File: src/rtl/alu_pkg.sv
// alu_pkg: shared ALU select codes, RV32 opcode/funct7 constants and issue bundle type
package alu_pkg;
   typedef enum logic [3:0] {
      SEL_ADD  = 4'h0, SEL_SLL = 4'h1, SEL_SLT = 4'h2, SEL_SLTU = 4'h3,
      SEL_XOR  = 4'h4, SEL_SRL = 4'h5, SEL_OR  = 4'h6, SEL_AND  = 4'h7,
      SEL_SUB  = 4'h8, SEL_NE  = 4'h9, SEL_EQ  = 4'hA, SEL_GE   = 4'hB,
      SEL_GEU  = 4'hC, SEL_SRA = 4'hD
   } alu_sel_e;
   localparam logic [6:0] OPC_OP     = 7'b0110011;
   localparam logic [6:0] OPC_OPIMM  = 7'b0010011;
   localparam logic [6:0] OPC_LUI    = 7'b0110111;
   localparam logic [6:0] OPC_BRANCH = 7'b1100011;
   localparam logic [6:0] F7_BASE    = 7'b0000000;
   localparam logic [6:0] F7_ALT     = 7'b0100000;
   localparam logic [6:0] F7_MUL     = 7'b0000001;
   typedef struct packed {
      logic [31:0] a;
      logic [31:0] b;
      alu_sel_e    sel;
      logic [4:0]  rd;
      logic        wen;
      logic        branch;
   } issue_t;
endpackage

File: src/rtl/regfile_2r1w.sv
// regfile_2r1w: 32x32 register file, two async reads, one sync write, x0 hardwired to zero
// Ports: clk, rst (async active-low), ra1/ra2 -> rd1/rd2 read ports, we/wa/wd write port.
module regfile_2r1w #(
   parameter int NREGS = 32
) (
   input  logic        clk,
   input  logic        rst,
   input  logic [4:0]  ra1,
   input  logic [4:0]  ra2,
   output logic [31:0] rd1,
   output logic [31:0] rd2,
   input  logic        we,
   input  logic [4:0]  wa,
   input  logic [31:0] wd
);
   logic [31:0] regs_q [NREGS];
   logic [31:0] regs_d [NREGS];
   always_comb begin
      regs_d = regs_q;
      if (we && wa != 5'd0) regs_d[wa] = wd;
   end
   always_ff @(posedge clk or negedge rst) begin
      if (!rst) regs_q <= '{default: '0};
      else      regs_q <= regs_d;
   end
   assign rd1 = (ra1 == 5'd0) ? 32'd0 : regs_q[ra1];
   assign rd2 = (ra2 == 5'd0) ? 32'd0 : regs_q[ra2];
endmodule

File: src/rtl/alu_issue.sv
// alu_issue: decodes RV32I ALU/branch instructions, reads operands, registers one issue bundle
// Ports: clk, rst (async active-low); instr_valid/instr/instr_ready intake; wb_en/wb_rd/wb_data
// register write port; issue_valid/issue_ready handshake with issue_a/b/sel/rd/wen/branch bundle;
// illegal pulses one cycle when an unsupported instruction is consumed.
module alu_issue
   import alu_pkg::*;
#(
   parameter int NREGS = 32
) (
   input  logic        clk,
   input  logic        rst,
   input  logic        instr_valid,
   input  logic [31:0] instr,
   output logic        instr_ready,
   input  logic        wb_en,
   input  logic [4:0]  wb_rd,
   input  logic [31:0] wb_data,
   output logic        issue_valid,
   input  logic        issue_ready,
   output logic [31:0] issue_a,
   output logic [31:0] issue_b,
   output logic [3:0]  issue_sel,
   output logic [4:0]  issue_rd,
   output logic        issue_wen,
   output logic        issue_branch,
   output logic        illegal
);
   logic [6:0]  opcode, f7;
   logic [2:0]  f3;
   logic [4:0]  rs1, rs2, rd;
   logic [31:0] rf_a, rf_b, op_a, op_b;
   logic        accept, ok, shift;
   issue_t      dec, bun_d, bun_q;
   logic        valid_d, valid_q, illegal_d, illegal_q;
   assign opcode = instr[6:0];
   assign rd     = instr[11:7];
   assign f3     = instr[14:12];
   assign rs1    = instr[19:15];
   assign rs2    = instr[24:20];
   assign f7     = instr[31:25];
   regfile_2r1w #(.NREGS(NREGS)) u_rf (
      .clk(clk), .rst(rst), .ra1(rs1), .ra2(rs2), .rd1(rf_a), .rd2(rf_b),
      .we(wb_en), .wa(wb_rd), .wd(wb_data)
   );
   // A write landing in the accept cycle is forwarded so the bundle never sees a stale value.
   assign op_a = (wb_en && wb_rd == rs1 && rs1 != 5'd0) ? wb_data : rf_a;
   assign op_b = (wb_en && wb_rd == rs2 && rs2 != 5'd0) ? wb_data : rf_b;
   assign instr_ready = !valid_q || issue_ready;
   assign accept      = instr_valid && instr_ready;
   always_comb begin
      ok         = 1'b0;
      shift      = 1'b0;
      dec        = '0;
      dec.a      = op_a;
      dec.b      = op_b;
      dec.rd     = rd;
      dec.wen    = rd != 5'd0;
      case (opcode)
         OPC_OP: begin
            ok      = f7 == F7_BASE || (f7 == F7_ALT && (f3 == 3'd0 || f3 == 3'd5));
            dec.sel = f7 == F7_ALT ? (f3 == 3'd0 ? SEL_SUB : SEL_SRA) : alu_sel_e'({1'b0, f3});
         end
         OPC_OPIMM: begin
            // Only shifts carry a funct7 field; other immediates use those bits as imm[11:5].
            shift   = f3 == 3'd1 || f3 == 3'd5;
            ok      = !shift || f7 == F7_BASE || (f3 == 3'd5 && f7 == F7_ALT);
            dec.sel = (f3 == 3'd5 && f7 == F7_ALT) ? SEL_SRA : alu_sel_e'({1'b0, f3});
            dec.b   = shift ? {27'd0, instr[24:20]} : {{20{instr[31]}}, instr[31:20]};
         end
         OPC_LUI: begin
            ok      = 1'b1;
            dec.a   = 32'd0;
            dec.b   = {instr[31:12], 12'd0};
            dec.sel = SEL_ADD;
         end
         OPC_BRANCH: begin
            ok         = f3 != 3'd2 && f3 != 3'd3;
            dec.sel    = f3 == 3'd0 ? SEL_EQ : f3 == 3'd1 ? SEL_NE : f3 == 3'd4 ? SEL_SLT :
                         f3 == 3'd5 ? SEL_GE : f3 == 3'd6 ? SEL_SLTU : SEL_GEU;
            dec.wen    = 1'b0;
            dec.branch = 1'b1;
         end
         default: ok = 1'b0;
      endcase
   end
   always_comb begin
      valid_d   = accept ? ok : (valid_q && !issue_ready);
      bun_d     = (accept && ok) ? dec : bun_q;
      illegal_d = accept && !ok;
   end
   always_ff @(posedge clk or negedge rst) begin
      if (!rst) begin
         valid_q   <= 1'b0;
         illegal_q <= 1'b0;
         bun_q     <= '0;
      end else begin
         valid_q   <= valid_d;
         illegal_q <= illegal_d;
         bun_q     <= bun_d;
      end
   end
   assign issue_valid  = valid_q;
   assign illegal      = illegal_q;
   assign issue_a      = bun_q.a;
   assign issue_b      = bun_q.b;
   assign issue_sel    = bun_q.sel;
   assign issue_rd     = bun_q.rd;
   assign issue_wen    = bun_q.wen;
   assign issue_branch = bun_q.branch;
endmodule

File: config.mk
export PLATFORM = sky130hd
export DESIGN_NAME = alu_issue
export DESIGN_NICKNAME = d
export VERILOG_FILES = /design/src/rtl/alu_pkg.sv /design/src/rtl/regfile_2r1w.sv /design/src/rtl/alu_issue.sv
export SDC_FILE = /design/constraint.sdc
export NUM_CORES = 2
export LEC_CHECK = 0
export CORE_ASPECT_RATIO = 0.8
export CORE_MARGIN = 8
export CORE_UTILIZATION = 50
export DETAILED_ROUTE_END_ITERATION = 12
export GPL_ROUTABILITY_DRIVEN = 1
export GPL_TIMING_DRIVEN = 0
export PLACE_DENSITY_LB_ADDON = 0.1
export SETUP_SLACK_MARGIN = 0.2
export SKIP_LAST_GASP = 1
export SYNTH_ARGS = -nofsm -noshare
export SYNTH_HDL_FRONTEND = slang
export SYNTH_HIERARCHICAL = 1
export SYNTH_SLANG_ARGS = --single-unit
File: constraint.sdc
create_clock -name clk -period 2.85 [get_ports clk]
set_input_delay 0.4275 -clock clk [delete_from_list [all_inputs] [get_ports clk]]
set_output_delay 0.4275 -clock clk [all_outputs]
set_load 0.005 [all_outputs]
==> run_summary.xml <==
<?xml version="1.0" encoding="UTF-8"?>
<metrics>
  <group name="power">
    <metric name="cellPowerDensity" unit="nW/um^2">698.7</metric>
    <metric name="power.leakage" unit="nW">29.41</metric>
    <metric name="ir_drop" unit="uV">495.8</metric>
  </group>
  <group name="global_route">
    <metric name="grt_util_all_layers" unit="">0.4004</metric>
    <metric name="grt_max_degree" unit="">177</metric>
    <metric name="grt_overflow_total" unit="">0</metric>
    <metric name="grt_antenna_before_repair" unit="">12</metric>
    <metric name="grt_pass1_wl" unit="mm">354.9</metric>
    <metric name="vias_in_the_first_global_route" unit="">42860</metric>
  </group>
  <group name="route">
    <metric name="postRouteAntennaNets" unit="">0</metric>
    <metric name="remaining_drc_errors" unit="">0</metric>
    <metric name="drt-total-wl" unit="mm">261.2</metric>
    <metric name="vias" unit="">44170</metric>
    <metric name="drt_iter0_markers" unit="">6464</metric>
    <metric name="routed_via_count_divided_by_cell_count" unit="">7.283</metric>
    <metric name="detail_route.first_pass.iterations" unit="">8</metric>
    <metric name="post_detailed_route_wirelength_per_cell" unit="um">43.06</metric>
  </group>
  <group name="job">
    <metric name="max_cap_violations" unit="">0</metric>
  </group>
  <group name="synth">
    <metric name="synth_warnings" unit="">6</metric>
    <metric name="muxShareOfSynthArea" unit="">0.4040</metric>
    <metric name="synth_top_family_by_area" unit="">multiplexers</metric>
    <metric name="postSynthNetCount" unit="">4208</metric>
    <metric name="post_synth_fa_ha_maj_area_fraction" unit="">0.0001705</metric>
    <metric name="area_share_of_and_or_nand_nor_cells_after_synthesis" unit="">0.03082</metric>
    <metric name="async_flop_share" unit="">1.000</metric>
    <metric name="yosysSeqAreaShare" unit="">0.4694</metric>
    <metric name="synth_area" unit="sq um">58700</metric>
    <metric name="most_frequently_used_flop_master_after_synthesis" unit="">dfrtp_1</metric>
    <metric name="synthDistinctLibCells" unit="">66</metric>
    <metric name="netlist_instances" unit="">4134</metric>
    <metric name="ys_ff_latch" unit="">1101</metric>
    <metric name="xor_xnor_cell_area_share_of_the_yosys_netlist" unit="">0.001492</metric>
    <metric name="mean_instance_size_in_the_synthesized_netlist" unit="sq um">14.20</metric>
    <metric name="synth-edff-count" unit="">0</metric>
    <metric name="compound_gate_portion_of_the_synthesized_area" unit="">0.05568</metric>
  </group>
  <group name="timing">
    <metric name="final.period_utilization" unit="">0.9827</metric>
    <metric name="final-setup-viol-count" unit="">0</metric>
    <metric name="timing_hold_violations_final" unit="">0</metric>
    <metric name="fmaxAchievable" unit="GHz">0.3571</metric>
    <metric name="worst_case_headroom_to_the_max_slew_limit" unit="">0.05392</metric>
    <metric name="final_max_slew_viol_count" unit="">0</metric>
    <metric name="skew" unit="ns">0.02089</metric>
    <metric name="worst_slew_pin_slew" unit="ns">1.419</metric>
    <metric name="grt_setup_unrepaired" unit="">true</metric>
    <metric name="layout_min_cycle_time" unit="ns">2.801</metric>
  </group>
  <group name="finish">
    <metric name="finish.instance_area" unit="sq um">68030</metric>
    <metric name="finish.utilization" unit="">0.5834</metric>
    <metric name="num-nets-final" unit="">4489</metric>
    <metric name="syn_to_final_growth" unit="%">15.89</metric>
    <metric name="regArea" unit="sq um">27550</metric>
    <metric name="drive_above_1_share" unit="">0.4521</metric>
    <metric name="multi_input_comb_area" unit="sq um">29460</metric>
    <metric name="num-fill-cells" unit="">9447</metric>
    <metric name="layout.cells.non_filler" unit="">6065</metric>
  </group>
  <group name="placed_design">
    <metric name="placedCellCount" unit="">5833</metric>
    <metric name="routability_congestion" unit="">1.011</metric>
    <metric name="portBuffers" unit="">147</metric>
    <metric name="post_place_instance_area" unit="sq um">62370</metric>
    <metric name="dp.final_hpwl" unit="mm">179.2</metric>
  </group>
  <group name="cts">
    <metric name="clk_latency" unit="ns">0.76</metric>
    <metric name="clkSinkCount" unit="">1101</metric>
    <metric name="cts.htree.levels" unit="">3</metric>
    <metric name="clock-root-buffer" unit="">clkbuf_16</metric>
    <metric name="cts_tree" unit="">yes</metric>
    <metric name="clk_pin_slew" unit="ns">0.06</metric>
    <metric name="clk_path_buf_depth" unit="">3</metric>
    <metric name="cts_buffers" unit="">113</metric>
  </group>
  <group name="die">
    <metric name="rows" unit="">112</metric>
    <metric name="placeableCoreArea" unit="sq um">116600</metric>
    <metric name="ioPinCount" unit="">152</metric>
    <metric name="design.die.area" unit="sq um">128700</metric>
    <metric name="floorplan.die.width" unit="um">399.1</metric>
    <metric name="initial_utilization" unit="">0.5034</metric>
    <metric name="die_h" unit="um">322.5</metric>
  </group>
  <group name="worst_setup_path">
    <metric name="cp.buffers_inverters" unit="">4</metric>
    <metric name="endpoint_arrival_time_on_the_critical_path" unit="ns">3.41</metric>
    <metric name="required" unit="ns">3.46</metric>
    <metric name="cp_max_fo" unit="">10</metric>
    <metric name="crit_family" unit="">buffers and inverters</metric>
    <metric name="critPathMaxStageDelay" unit="ns">0.52</metric>
    <metric name="end_kind" unit="">flop</metric>
    <metric name="cpMaxStageDelayCell" unit="">a2111oi_4</metric>
    <metric name="worst_setup_path_start_kind" unit="">input pin</metric>
    <metric name="path_cells" unit="">clkdlybuf4s15_2 &gt; clkbuf_4 &gt; and2_1 &gt; clkbuf_4 &gt; clkbuf_4 &gt; a22o_1 &gt; a2111oi_4 &gt; nor3_1 &gt; mux2i_2 &gt; o21ai_0</metric>
    <metric name="crit_top_cell" unit="">clkbuf_4</metric>
    <metric name="critPathKind" unit="">input pin to flop</metric>
  </group>
  <group name="status">
    <metric name="outcome" unit="">completed</metric>
  </group>
  <group name="hold_path">
    <metric name="timing.hold.worst.class" unit="">input pin to flop</metric>
  </group>
</metrics>
## synth_stat cells (2+ instances only)
master	n	area share
dfrtp_1	1101	0.47
buf_1	59	0.0038
clkbuf_1	250	0.016
buf_2	87	0.0074
mux2_1	6	0.0012
and3_1	22	0.0023
a2111oi_0	17	0.0025
o221ai_1	27	0.0040
a31oi_1	44	0.0047
o22ai_1	48	0.0051
nor2_1	47	0.0030
o21ai_1	17	0.0014
a22oi_1	78	0.010
a21oi_2	2	0.00030
a22o_1	54	0.0081
nand2b_1	8	0.00085
o21ai_0	41	0.0035
mux2i_1	282	0.048
buf_4	45	0.0058
nor3b_1	2	0.00026
nand4_1	5	0.00053
nor2b_1	49	0.0052
nand3b_1	3	0.00038
or3_1	2	0.00021
nand3_1	11	0.00094
xor2_1	5	0.00075
xnor2_1	5	0.00075
inv_1	3	0.00019
mux2_2	1032	0.20
buf_6	23	0.0044
nand2_1	112	0.0072
o32ai_1	15	0.0022
nor3_1	52	0.0044
a211oi_1	53	0.0068
a21oi_1	40	0.0034
mux4_2	404	0.16
and2_1	19	0.0020
a311oi_1	2	0.00030
nor4_1	19	0.0020
mux2_4	7	0.0018
a2111oi_1	10	0.0017
or4_1	2	0.00026
## path summary, 6_finish.rpt
path,end,slack (ns),startpoint,cells after the start
max,issue_a[19]$_DFFE_PN0P_,0.05,instr[18],10
min,issue_sel[2]$_DFFE_PN0P_,0.09,instr[12],3
max reg2reg,issue_a[19]$_DFFE_PN0P_,0.13,u_rf/regs_q[531]$_DFFE_PN0P_,6
min reg2reg,issue_rd[2]$_DFFE_PN0P_,0.48,issue_rd[2]$_DFFE_PN0P_,2
max in group asynchronous,u_rf/regs_q[616]$_DFFE_PN0P_,0.47,rst,5
min in group asynchronous,u_rf/regs_q[472]$_DFFE_PN0P_,0.35,rst,3
## layout by cell type (no fill, tap or decap), types with 16 or more instances in the layout
| cell type | instances |
|---|---|
| nor2b_1 | 48 |
| buf_2 | 71 |
| mux2_2 | 1032 |
| a211oi_1 | 42 |
| a21oi_1 | 40 |
| buf_12 | 23 |
| clkbuf_16 | 122 |
| and3_1 | 22 |
| nor2_1 | 35 |
| clkbuf_8 | 42 |
| nand2_1 | 111 |
| o21ai_0 | 41 |
| clkbuf_1 | 177 |
| clkinv_2 | 29 |
| o221ai_1 | 27 |
| buf_8 | 19 |
| dfrtp_1 | 1100 |
| buf_1 | 17 |
| and2_1 | 19 |
| diode_2 | 18 |
| buf_4 | 36 |
| o21ai_1 | 16 |
| a22oi_1 | 76 |
| a22o_1 | 54 |
| mux2i_1 | 276 |
| buf_6 | 32 |
| clkdlybuf4s50_1 | 135 |
| mux4_2 | 404 |
| clkbuf_2 | 54 |
| nor3_1 | 46 |
| o22ai_1 | 48 |
| a31oi_1 | 43 |
| clkbuf_4 | 38 |
## per-stage QoR
| step | total power (W) | setup slack [ns] | TNS, ns | hold WS [ns] |
|---|---|---|---|---|
| after floorplan | 0.02701 | 0.3300 | 0 | 0.1319 |
| after global placement | 0.03102 | -50.18 | - | 0.4585 |
| after detailed placement | 0.03134 | -2.947 | -621.71 | 0.3207 |
| after CTS | 0.04711 | 0.1784 | 0 | 0.05441 |
| after global routing | 0.04896 | 0.07664 | 0 | 0.1062 |
| final | 0.04753 | 0.04938 | 0 | 0.09312 |
## sequential cells by signal, indices dropped and copies added (netlist names)
| name | flops |
|---|---|
| illegal | 1 |
| issue_valid | 1 |
| issue_rd | 5 |
| issue_b | 32 |
| issue_wen | 1 |
| issue_branch | 1 |
| issue_sel | 4 |
| u_rf/regs_q | 1024 |
| issue_a | 32 |
## repair_timing
item / CTS / global route
pin swaps: 4 / 3
cloned: 0 / 2
hold buffers: 2 / 0
endpoints found under the setup margin: 305 / 828
buffers inserted: 2 / 0
endpoints found under the hold margin: 49 / 0
gates resized for setup: 435 / 161
## kinds of logic (layout without fill, tap and decap cells)
kind of cell	after synthesis	in the layout
buffers and inverters	472	846
other	0	18
adders and majority gates	1	1
AOI/OAI and AO/OA	458	458
and+or+nand+nor	361	361
DFF	1101	1101
muxes	1731	1731
xor gates and xnor gates	10	10
## metal layers
layer | routed length [um] | vias up | track usage | part of all wire
met5 | 26 | - | 0.003347 | 0.00010
met4 | 18370 | 4 | 0.2238 | 0.070
met3 | 39270 | 806 | 0.1864 | 0.15
met2 | 103700 | 3545 | 0.5358 | 0.40
met1 | 99820 | 23360 | 0.5342 | 0.38
li1 | - | 16460 | - | -
## tightest hold or removal path, stage by stage
cell	delay, ns
buf_2	0.17
o21ai_0	0.11
a31oi_1	0.08
## area by class of cell
class,count,area share
Inverter,4,0.0002391
Clock inverter,42,0.006309
Tap cell,1539,0.02831
Sequential cell,1101,0.4050
Timing Repair Buffer,166,0.02673
Clock buffer,166,0.04986
Buffer,468,0.04981
Antenna cell,18,0.0006622
Multi-Input combinational cell,2561,0.4330
## where the power goes
group	total [W]	switching, W	leakage (nW)	internal [W]
clock	0.0156	0.00670	1.90	0.00892
sequential	0.0212	0.00257	14.1	0.0186
combinational	0.0108	0.00492	13.4	0.00583
(Power assumes the default switching activity.)
